===== src/rtl/spi_frame_tx.sv =====
// SPI mode-0 slave that streams one framebuffer frame per chip-select window:
// a header word followed by FRAME_WORDS words read from the selected buffer, MSB first.
module spi_frame_tx #(
    parameter int unsigned          WORD_BITS   = 16,
    parameter int unsigned          FRAME_WORDS = 4800,
    parameter int unsigned          ADDR_WIDTH  = 13,
    parameter int unsigned          SYNC_STAGES = 2,
    parameter logic [WORD_BITS-1:0] HEADER_WORD = 16'hA55A
) (
    input  logic                  cam_pclk,
    input  logic                  rst,
    input  logic                  frame_ready,
    input  logic                  buf_sel,
    output logic                  frame_busy,
    output logic                  rd_buf,
    output logic [ADDR_WIDTH-1:0] rd_addr,
    input  logic [WORD_BITS-1:0]  rd_data,
    input  logic                  spi_sck,
    input  logic                  spi_ncs,
    output logic                  spi_miso,
    output logic [7:0]            frame_count,
    output logic [7:0]            drop_count
);
    localparam int unsigned BitW  = (WORD_BITS > 1) ? $clog2(WORD_BITS) : 1;
    localparam int unsigned WordW = $clog2(FRAME_WORDS + 1);

    localparam logic [BitW-1:0]       LastBit  = BitW'(WORD_BITS - 1);
    localparam logic [WordW-1:0]      LastWord = WordW'(FRAME_WORDS);
    localparam logic [ADDR_WIDTH-1:0] LastAddr = ADDR_WIDTH'(FRAME_WORDS - 1);

    typedef enum logic [1:0] {StIdle, StArmed, StXfer, StDone} state_e;

    state_e                 state_q, state_d;
    logic [SYNC_STAGES-1:0] sck_sync_q, ncs_sync_q;
    logic                   sck_prev_q, ncs_prev_q;
    logic                   rd_buf_q, rd_buf_d;
    logic [ADDR_WIDTH-1:0]  rd_addr_q, rd_addr_d;
    logic [WORD_BITS-1:0]   shift_q, shift_d;
    logic [WORD_BITS-1:0]   pf_q, pf_d;
    logic                   fetch_wait_q, fetch_wait_d;
    logic                   fetch_cap_q, fetch_cap_d;
    logic                   fetch_done_q, fetch_done_d;
    logic [BitW-1:0]        bit_q, bit_d;
    logic [WordW-1:0]       word_q, word_d;
    logic [7:0]             frame_count_q, frame_count_d;
    logic [7:0]             drop_count_q, drop_count_d;

    logic sck_s, ncs_s, sck_fall, ncs_fall, ncs_rise;

    assign sck_s    = sck_sync_q[SYNC_STAGES-1];
    assign ncs_s    = ncs_sync_q[SYNC_STAGES-1];
    assign sck_fall = sck_prev_q & ~sck_s;
    assign ncs_fall = ncs_prev_q & ~ncs_s;
    assign ncs_rise = ~ncs_prev_q & ncs_s;

    always_ff @(posedge cam_pclk or posedge rst) begin
        if (rst) begin
            state_q       <= StIdle;
            sck_sync_q    <= '0;
            ncs_sync_q    <= '0;
            sck_prev_q    <= 1'b0;
            ncs_prev_q    <= 1'b0;
            rd_buf_q      <= 1'b0;
            rd_addr_q     <= '0;
            shift_q       <= '0;
            pf_q          <= '0;
            fetch_wait_q  <= 1'b0;
            fetch_cap_q   <= 1'b0;
            fetch_done_q  <= 1'b0;
            bit_q         <= '0;
            word_q        <= '0;
            frame_count_q <= '0;
            drop_count_q  <= '0;
        end else begin
            state_q       <= state_d;
            sck_sync_q    <= {sck_sync_q[SYNC_STAGES-2:0], spi_sck};
            ncs_sync_q    <= {ncs_sync_q[SYNC_STAGES-2:0], spi_ncs};
            sck_prev_q    <= sck_s;
            ncs_prev_q    <= ncs_s;
            rd_buf_q      <= rd_buf_d;
            rd_addr_q     <= rd_addr_d;
            shift_q       <= shift_d;
            pf_q          <= pf_d;
            fetch_wait_q  <= fetch_wait_d;
            fetch_cap_q   <= fetch_cap_d;
            fetch_done_q  <= fetch_done_d;
            bit_q         <= bit_d;
            word_q        <= word_d;
            frame_count_q <= frame_count_d;
            drop_count_q  <= drop_count_d;
        end
    end

    always_comb begin
        state_d       = state_q;
        rd_buf_d      = rd_buf_q;
        rd_addr_d     = rd_addr_q;
        shift_d       = shift_q;
        pf_d          = pf_q;
        fetch_wait_d  = 1'b0;
        fetch_cap_d   = 1'b0;
        fetch_done_d  = fetch_done_q;
        bit_d         = bit_q;
        word_d        = word_q;
        frame_count_d = frame_count_q;
        drop_count_d  = drop_count_q;

        if (frame_ready && (state_q != StIdle) && (drop_count_q != 8'hFF)) begin
            drop_count_d = drop_count_q + 8'd1;
        end

        // Read pipeline: address held one cycle, data captured the cycle after.
        if (state_q == StXfer) begin
            fetch_cap_d = fetch_wait_q;
            if (fetch_cap_q) begin
                pf_d = rd_data;
                if (rd_addr_q != LastAddr) begin
                    rd_addr_d = rd_addr_q + ADDR_WIDTH'(1);
                end else begin
                    fetch_done_d = 1'b1;
                end
            end
        end

        unique case (state_q)
            StIdle: begin
                if (frame_ready) begin
                    rd_buf_d = buf_sel;
                    state_d  = StArmed;
                end
            end
            StArmed: begin
                if (ncs_fall) begin
                    shift_d      = HEADER_WORD;
                    rd_addr_d    = '0;
                    bit_d        = '0;
                    word_d       = '0;
                    fetch_wait_d = 1'b1;
                    fetch_cap_d  = 1'b0;
                    fetch_done_d = 1'b0;
                    state_d      = StXfer;
                end
            end
            StXfer: begin
                if (ncs_rise) begin
                    fetch_cap_d = 1'b0;
                    state_d     = StArmed;
                end else if (sck_fall && !ncs_s) begin
                    if (bit_q == LastBit) begin
                        if (word_q == LastWord) begin
                            state_d = StDone;
                        end else begin
                            shift_d      = pf_q;
                            bit_d        = '0;
                            word_d       = word_q + WordW'(1);
                            fetch_wait_d = ~fetch_done_q;
                        end
                    end else begin
                        shift_d = {shift_q[WORD_BITS-2:0], 1'b0};
                        bit_d   = bit_q + BitW'(1);
                    end
                end
            end
            StDone: begin
                if (ncs_rise) begin
                    frame_count_d = frame_count_q + 8'd1;
                    state_d       = StIdle;
                end
            end
            default: state_d = StIdle;
        endcase
    end

    assign frame_busy  = (state_q != StIdle);
    assign rd_buf      = rd_buf_q;
    assign rd_addr     = rd_addr_q;
    assign spi_miso    = (state_q == StXfer) & shift_q[WORD_BITS-1];
    assign frame_count = frame_count_q;
    assign drop_count  = drop_count_q;

endmodule


===== config.mk =====
export PLATFORM = sky130hd
export DESIGN_NAME = spi_frame_tx
export DESIGN_NICKNAME = d
export VERILOG_FILES = /design/src/rtl/spi_frame_tx.sv
export SDC_FILE = /design/constraint.sdc
export NUM_CORES = 1
export LEC_CHECK = 0
export BUFFER_PORTS_ARGS = -buffer_cell sky130_fd_sc_hd__buf_2
export CAP_MARGIN = 20
export CORE_MARGIN = 2
export CORE_UTILIZATION = 52
export DETAILED_ROUTE_END_ITERATION = 12
export HOLD_SLACK_MARGIN = 0.03
export PLACE_DENSITY = 0.85
export SYNTH_ARGS = -nofsm -noshare
export SYNTH_HDL_FRONTEND = slang
export SYNTH_SLANG_ARGS = --single-unit
export TNS_END_PERCENT = 20

===== constraint.sdc =====
create_clock -name cam_pclk -period 2.5 [get_ports cam_pclk]
set_input_delay 0.375 -clock cam_pclk [delete_from_list [all_inputs] [get_ports cam_pclk]]
set_output_delay 0.375 -clock cam_pclk [all_outputs]
set_load 0.02 [all_outputs]

### Word-level counts from Yosys, hierarchy flattened

Index checks and enable logic that the tools add are counted.

| word-level totals | value |
|---|---|
| bits in registers | 90 |
| logic and storage cells | 106 |
| output and inout bits | 32 |

| operators by class | value |
|---|---|
| mux-type cells | 46 |
| reductions and logical operators | 13 |
| add/sub/neg operators | 5 |
| equality and inequality tests | 18 |
| bitwise gates (word level) | 8 |

Operators with widths:

| kind | number |
|---|---|
| 13-bit 2-to-1 mux | 10 |
| 16-bit 2-to-1 mux | 5 |
| 16-bit case mux with 2 select lines | 1 |
| 13-bit by 1-bit adder with 13-bit output (second input constant) | 2 |
| 13-bit case mux with 2 select lines | 1 |
| 4-bit 2-to-1 mux | 5 |
| 8-bit by 1-bit adder with 8-bit output (second input constant) | 2 |
| 2-bit 2-to-1 mux | 7 |
| 13-bit equality test (second input constant) | 1 |
| 1-bit 2-to-1 mux | 13 |
| 13-bit inequality test (second input constant) | 1 |
| 6-bit AND reduction | 2 |
| 2-bit inequality test (second input constant) | 5 |
| 3-bit by 2-bit inequality test with 1-bit output (second input constant) | 3 |
| 8-bit inequality test (second input constant) | 1 |
| 2-bit case mux with 4 select lines | 1 |
| 4-bit case mux with 2 select lines | 1 |
| 2-bit AND reduction | 3 |
| 5-bit AND reduction | 1 |
| 4-bit by 1-bit adder with 4-bit output (second input constant) | 1 |
| 1-bit bitwise AND | 4 |
| 2-bit equality test (second input constant) | 2 |
| 4-bit equality test (second input constant) | 1 |
| 2-bit by 1-bit inequality test with 1-bit output (second input constant) | 2 |
| other kinds (8) | 15 |

### Depth between registers and ports, before layout

| logic depth | value |
|---|---|
| depth after elaboration | 6 |
| mapped depth | 8 |
| mapped depth without buffers | 6 |

### Worst setup path before layout

Ideal clock, no wire load.

| timing path | value |
|---|---|
| path type | reg-to-reg |
| start | reg state_q[0] |
| end | reg rd_addr_q[11] (netlist: rd_addr[11]) |
| path buffers | 1 |
| data required time | 2,422 ps |
| library setup time | 78 ps |
| arrival | 1,927 ps |
| setup slack | 495 ps |
| cell stages (with the launch flop) | 8 |
| cells stage by stage | dfrtp_1 inv_1 ha_1 buf_2 nand4_1 or4_1 or3_1 a21oi_1 |

| on the way | value |
|---|---|
| longest elaborated chain between the ends | 4 |

RTL lines:

| element | RTL line | source |
|---|---|---|
| start, declared | 33 | `state_e state_q, state_d;` |
| start signal, assigned | 58 | `state_q <= StIdle;` |
| start signal, assigned | 75 | `state_q <= state_d;` |
| 2-bit equality test | 113 | `if (state_q == StXfer) begin` |
| 13-bit 2-to-1 mux | 113 |  |
| 13-bit 2-to-1 mux | 133 | `if (ncs_fall) begin` |
| 13-bit 2-to-1 mux * | 125 | `unique case (state_q)` |
| net rd_addr_d[11] | 37 | `logic [ADDR_WIDTH-1:0] rd_addr_q, rd_addr_d;` |
| end signal, assigned | 81 | `rd_addr_q <= rd_addr_d;` |
| end, declared | 37 |  |

Mark *: on every way through the listed nets, which the timed path passes. The rest lies on a longest branch.
A chain may end at the register's enable or synchronous reset.

### Worst setup path after layout

| timing path | value |
|---|---|
| start | reg state_q[0] |
| end | out spi_miso |

| on the way | value |
|---|---|
| longest elaborated chain between the ends | 2 |

RTL lines:

| element | RTL line | source |
|---|---|---|
| 2-bit equality test | 177 | `assign spi_miso = (state_q == StXfer) & shift_q[WORD_BITS-1];` |
| 1-bit bitwise AND | 177 |  |
| end, declared | 20 | `output logic spi_miso,` |

Every way passes these cells.

==> flow_metrics.py <==
metrics = {
    "status": {
        "status": "completed",
    },
    "synthesis": {
        "synth_area_sq_mm": 0.004378,
        "synth-edff-count": 0,
        "synth-seq-cells": 90,
        "ys_seq_area_share_pct": 51.44,
        "yosys.area.top_type": "dfrtp_1",
        "yosys-top-cells-area": "dfrtp_1 51%, mux2_2 8.5%, nand2_1 4.8%",
        "synth_area_per_cell_sq_um": 10.70,
        "dominantRegCellSynth": "dfrtp_1",
        "yosys_warnings": 0,
        "synthArstFlopShare_pct": 100.0,
        "yosys.cell_types.count": 60,
        "syn_inst": 409,
        "yosysTopAreaCellShare_pct": 51.44,
        "synth_fp_nets": 441,
    },
    "timing": {
        "setup_violations": 0,
        "rsz0062_at_grt": "false",
        "period_share_pct": 89.91,
        "finClkSkew_ps": 9.471,
        "tightestPinTransition_ps": 676.9,
        "slew_headroom_pct": 54.28,
        "finalHoldViolCount": 0,
        "whs_ps": 66.57,
        "fmax_mhz": 444.9,
        "slew_violations": 0,
        "worst_slack_ps": 252.1,
        "timing.setup.tns_ps": 0,
        "period_needed_ps": 2248,
    },
    "drt": {
        "dr.first_iter.drc_count": 169,
        "drt-total-wl_mm": 8.490,
        "drc": 0,
        "vias_per_cell": 5.659,
        "postRouteAntennaNets": 0,
        "vias": 3271,
        "drt_pass1_iterations": 4,
        "wire_per_inst_um": 14.69,
    },
    "clocking": {
        "insertion_delay_ps": 360,
        "tritoncts": "yes",
        "cts_sinks": 90,
        "postCtsHoldBufs": 0,
        "cts-root-buf": "clkbuf_8",
        "post_cts_buffers": 0,
        "clkTransAtPathRegs_ps": 90,
        "cts-htree-levels": 3,
        "ctsResizeCount": 0,
        "cts_buffers": 9,
        "cts_max_path_buffers": 2,
    },
    "setup_path": {
        "reg2reg_depth": 7,
        "critPathCaptureType": "output pin",
        "startpoint_type": "register",
        "critical_path_class": "reg -> out",
        "critical_path_required_ps": 2120,
        "reg2reg_to": "word_q[11]",
        "path_max_fanout": 9,
        "cp.arrival_ps": 1870,
        "r2r_slack_ps": 260,
        "r2r-start": "state_q[0]",
    },
    "global_routing": {
        "grt_max_degree": 66,
        "grt-busiest-layer": "met2",
        "met3_usage_pct": 3.994,
        "grt_util_all_layers_pct": 20.03,
        "gr-usage-met1_pct": 26.76,
        "gr-total-overflow": 0,
        "grt_antenna_before_repair": 0,
        "grt_pass1_vias": 3137,
        "grt_use_met2_pct": 33.57,
        "grt_pass1_wl_mm": 14.45,
    },
    "floorplanning": {
        "initial_core_util_pct": 53.55,
        "ios": 54,
        "die_y_um": 95.76,
        "die_w_um": 95.76,
        "num_rows": 33,
        "design.die.area_sq_mm": 0.009169,
        "core_area_sq_mm": 0.008175,
    },
    "cells_and_area": {
        "final_nets": 500,
        "antenna_cells": 0,
        "areaGrowthSynthToFinish_pct": 14.38,
        "drive_gt1_share_pct": 26.64,
    },
    "place": {
        "dp_slack_ps": 262.3,
        "dpl.hpwl_mm": 5.992,
        "gp_congestion": 0.8068,
        "portBuffers": 53,
    },
    "run": {
        "cap_violations": 0,
    },
    "power": {
        "pwr_density_cell_mw_per_mm2": 797.1,
        "p_leak_uw": 0.002370,
        "ir_drop_mv": 0.4077,
    },
    "hold_path": {
        "hp-class": "in -> async",
    },
}
[layer usage]
metal	wire length (um)	share of wire, %	up-vias
li1	-	-	1588
met3	287	3.4	8
met2	4321	51	58
met4	82	0.97	0
met5	0	0	-
met1	3798	45	1617
[cells by family after synthesis]
group	share of synthesized area [%]
buf+inv	2.801
compound gates	10.63
simple gates	18.83
fa+ha+maj	2.858
flops	51.44
xor+xnor	3.801
mux	9.631
[where the power goes]
part           internal [uW]  leakage, uW  switching (uW)
logic                    520      0.00109             652
registers               1660      0.00118             150
clock network            470    0.0000938             538
total                   2650      0.00237            1340
[metrics by stage]
stage | total power (uW) | instance area [sq um] | utilization [%] | std cells
2_1_floorplan | 2696 | 4382 | - | 409
3_3_place_gp | 2955 | 4803 | 58.75 | 562
3_5_place_dp | 3021 | 4803 | 58.75 | 562
4_1_cts | 4025 | 5005 | 61.22 | 578
5_1_grt | 4218 | 5007 | 61.25 | 578
6_report | 3991 | 5007 | 61.25 | 578
[cell type report]
class	instances	area [sq um]
Timing Repair Buffer	63	352.8
Multi-Input combinational cell	288	2006
Clock buffer	9	123.9
Clock inverter	7	77.57
Tap cell	105	131.4
Sequential cell	90	2252
Inverter	16	63.81
Fill cell	677	3168
[worst max-delay path by stage]
stage                             end  cells past startpoint  slack (ps)  startpoint
after global placement     word_q[10]                      7         390  state_q[0]
after detailed placement    word_q[8]                      7         260  state_q[0]
after CTS                    spi_miso                      6         130  state_q[0]
after global routing         spi_miso                      6         130  state_q[0]
final                        spi_miso                      6         250  state_q[0]
after floorplan           rd_addr[11]                      7         500  state_q[0]
[cell usage after synthesis, types with 2 or more instances]
cell and count:
clkbuf_1 9, nand3_1 23, nand4_1 4, nand2b_1 3
or2_2 2, a21oi_1 24, and3_1 7, and2_1 6
dfrtp_1 90, or4_1 8, mux2_2 33, nand2_1 56
or3_1 3, a21o_1 2, buf_2 5, or3_2 3
nor3_1 4, o31ai_1 8, nand3b_1 2, ha_1 10
a211o_1 3, xnor2_1 14, inv_1 16, mux2i_1 5
nor2_1 15, o21ai_0 8, o211ai_1 2, and4_1 3
nor4_1 4, and3b_1 2, nor4bb_1 2, xor2_1 5
[flip-flops by register name (all words and copies together), names as in the netlist]
name and flops:
bit_q 4, ncs_prev_q 1, fetch_wait_q 1, shift_q 16, rd_buf 1, state_q 2, drop_count 8, fetch_done_q 1
ncs_sync_q 2, fetch_cap_q 1, rd_addr 13, sck_sync_q 2, pf_q 16, word_q 13, sck_prev_q 1, frame_count 8
[placed cells by master (no fill, tap or decap), drive strengths merged, types with 2 or more instances in the layout]
| cell | Yosys | layout |
|---|---|---|
| ha | 10 | 10 |
| clkbuf | 9 | 9 |
| o211ai | 2 | 2 |
| a211o | 3 | 3 |
| o41ai | 2 | 2 |
| o21ai | 8 | 8 |
| mux2 | 33 | 33 |
| or4 | 9 | 9 |
| nor4bb | 2 | 2 |
| nand4 | 4 | 4 |
| nand3b | 2 | 2 |
| nor3 | 4 | 4 |
| nand3 | 24 | 24 |
| a21o | 2 | 2 |
| and3b | 2 | 2 |
| nand2b | 3 | 3 |
| a21oi | 24 | 24 |
| dfrtp | 90 | 90 |
| nand2 | 56 | 56 |
| nor4 | 4 | 4 |
| buf | 6 | 63 |
| clkinvlp | 0 | 4 |
| or3 | 6 | 6 |
| xnor2 | 14 | 14 |
| mux2i | 5 | 5 |
| inv | 16 | 17 |
| or4b | 2 | 2 |
| and4 | 3 | 3 |
| nor2 | 15 | 15 |
| and2 | 6 | 6 |
| or2 | 2 | 2 |
| o31ai | 8 | 8 |
| and3 | 7 | 7 |
| xor2 | 5 | 5 |
[worst max-delay path, cell delays in order (launching register included)]
cell	delay, ps
dfrtp_1	430
inv_1	140
ha_2	290
inv_1	160
buf_4	200
nor2_1	120
buf_2	180
Power figures use the tool's default switching activity.
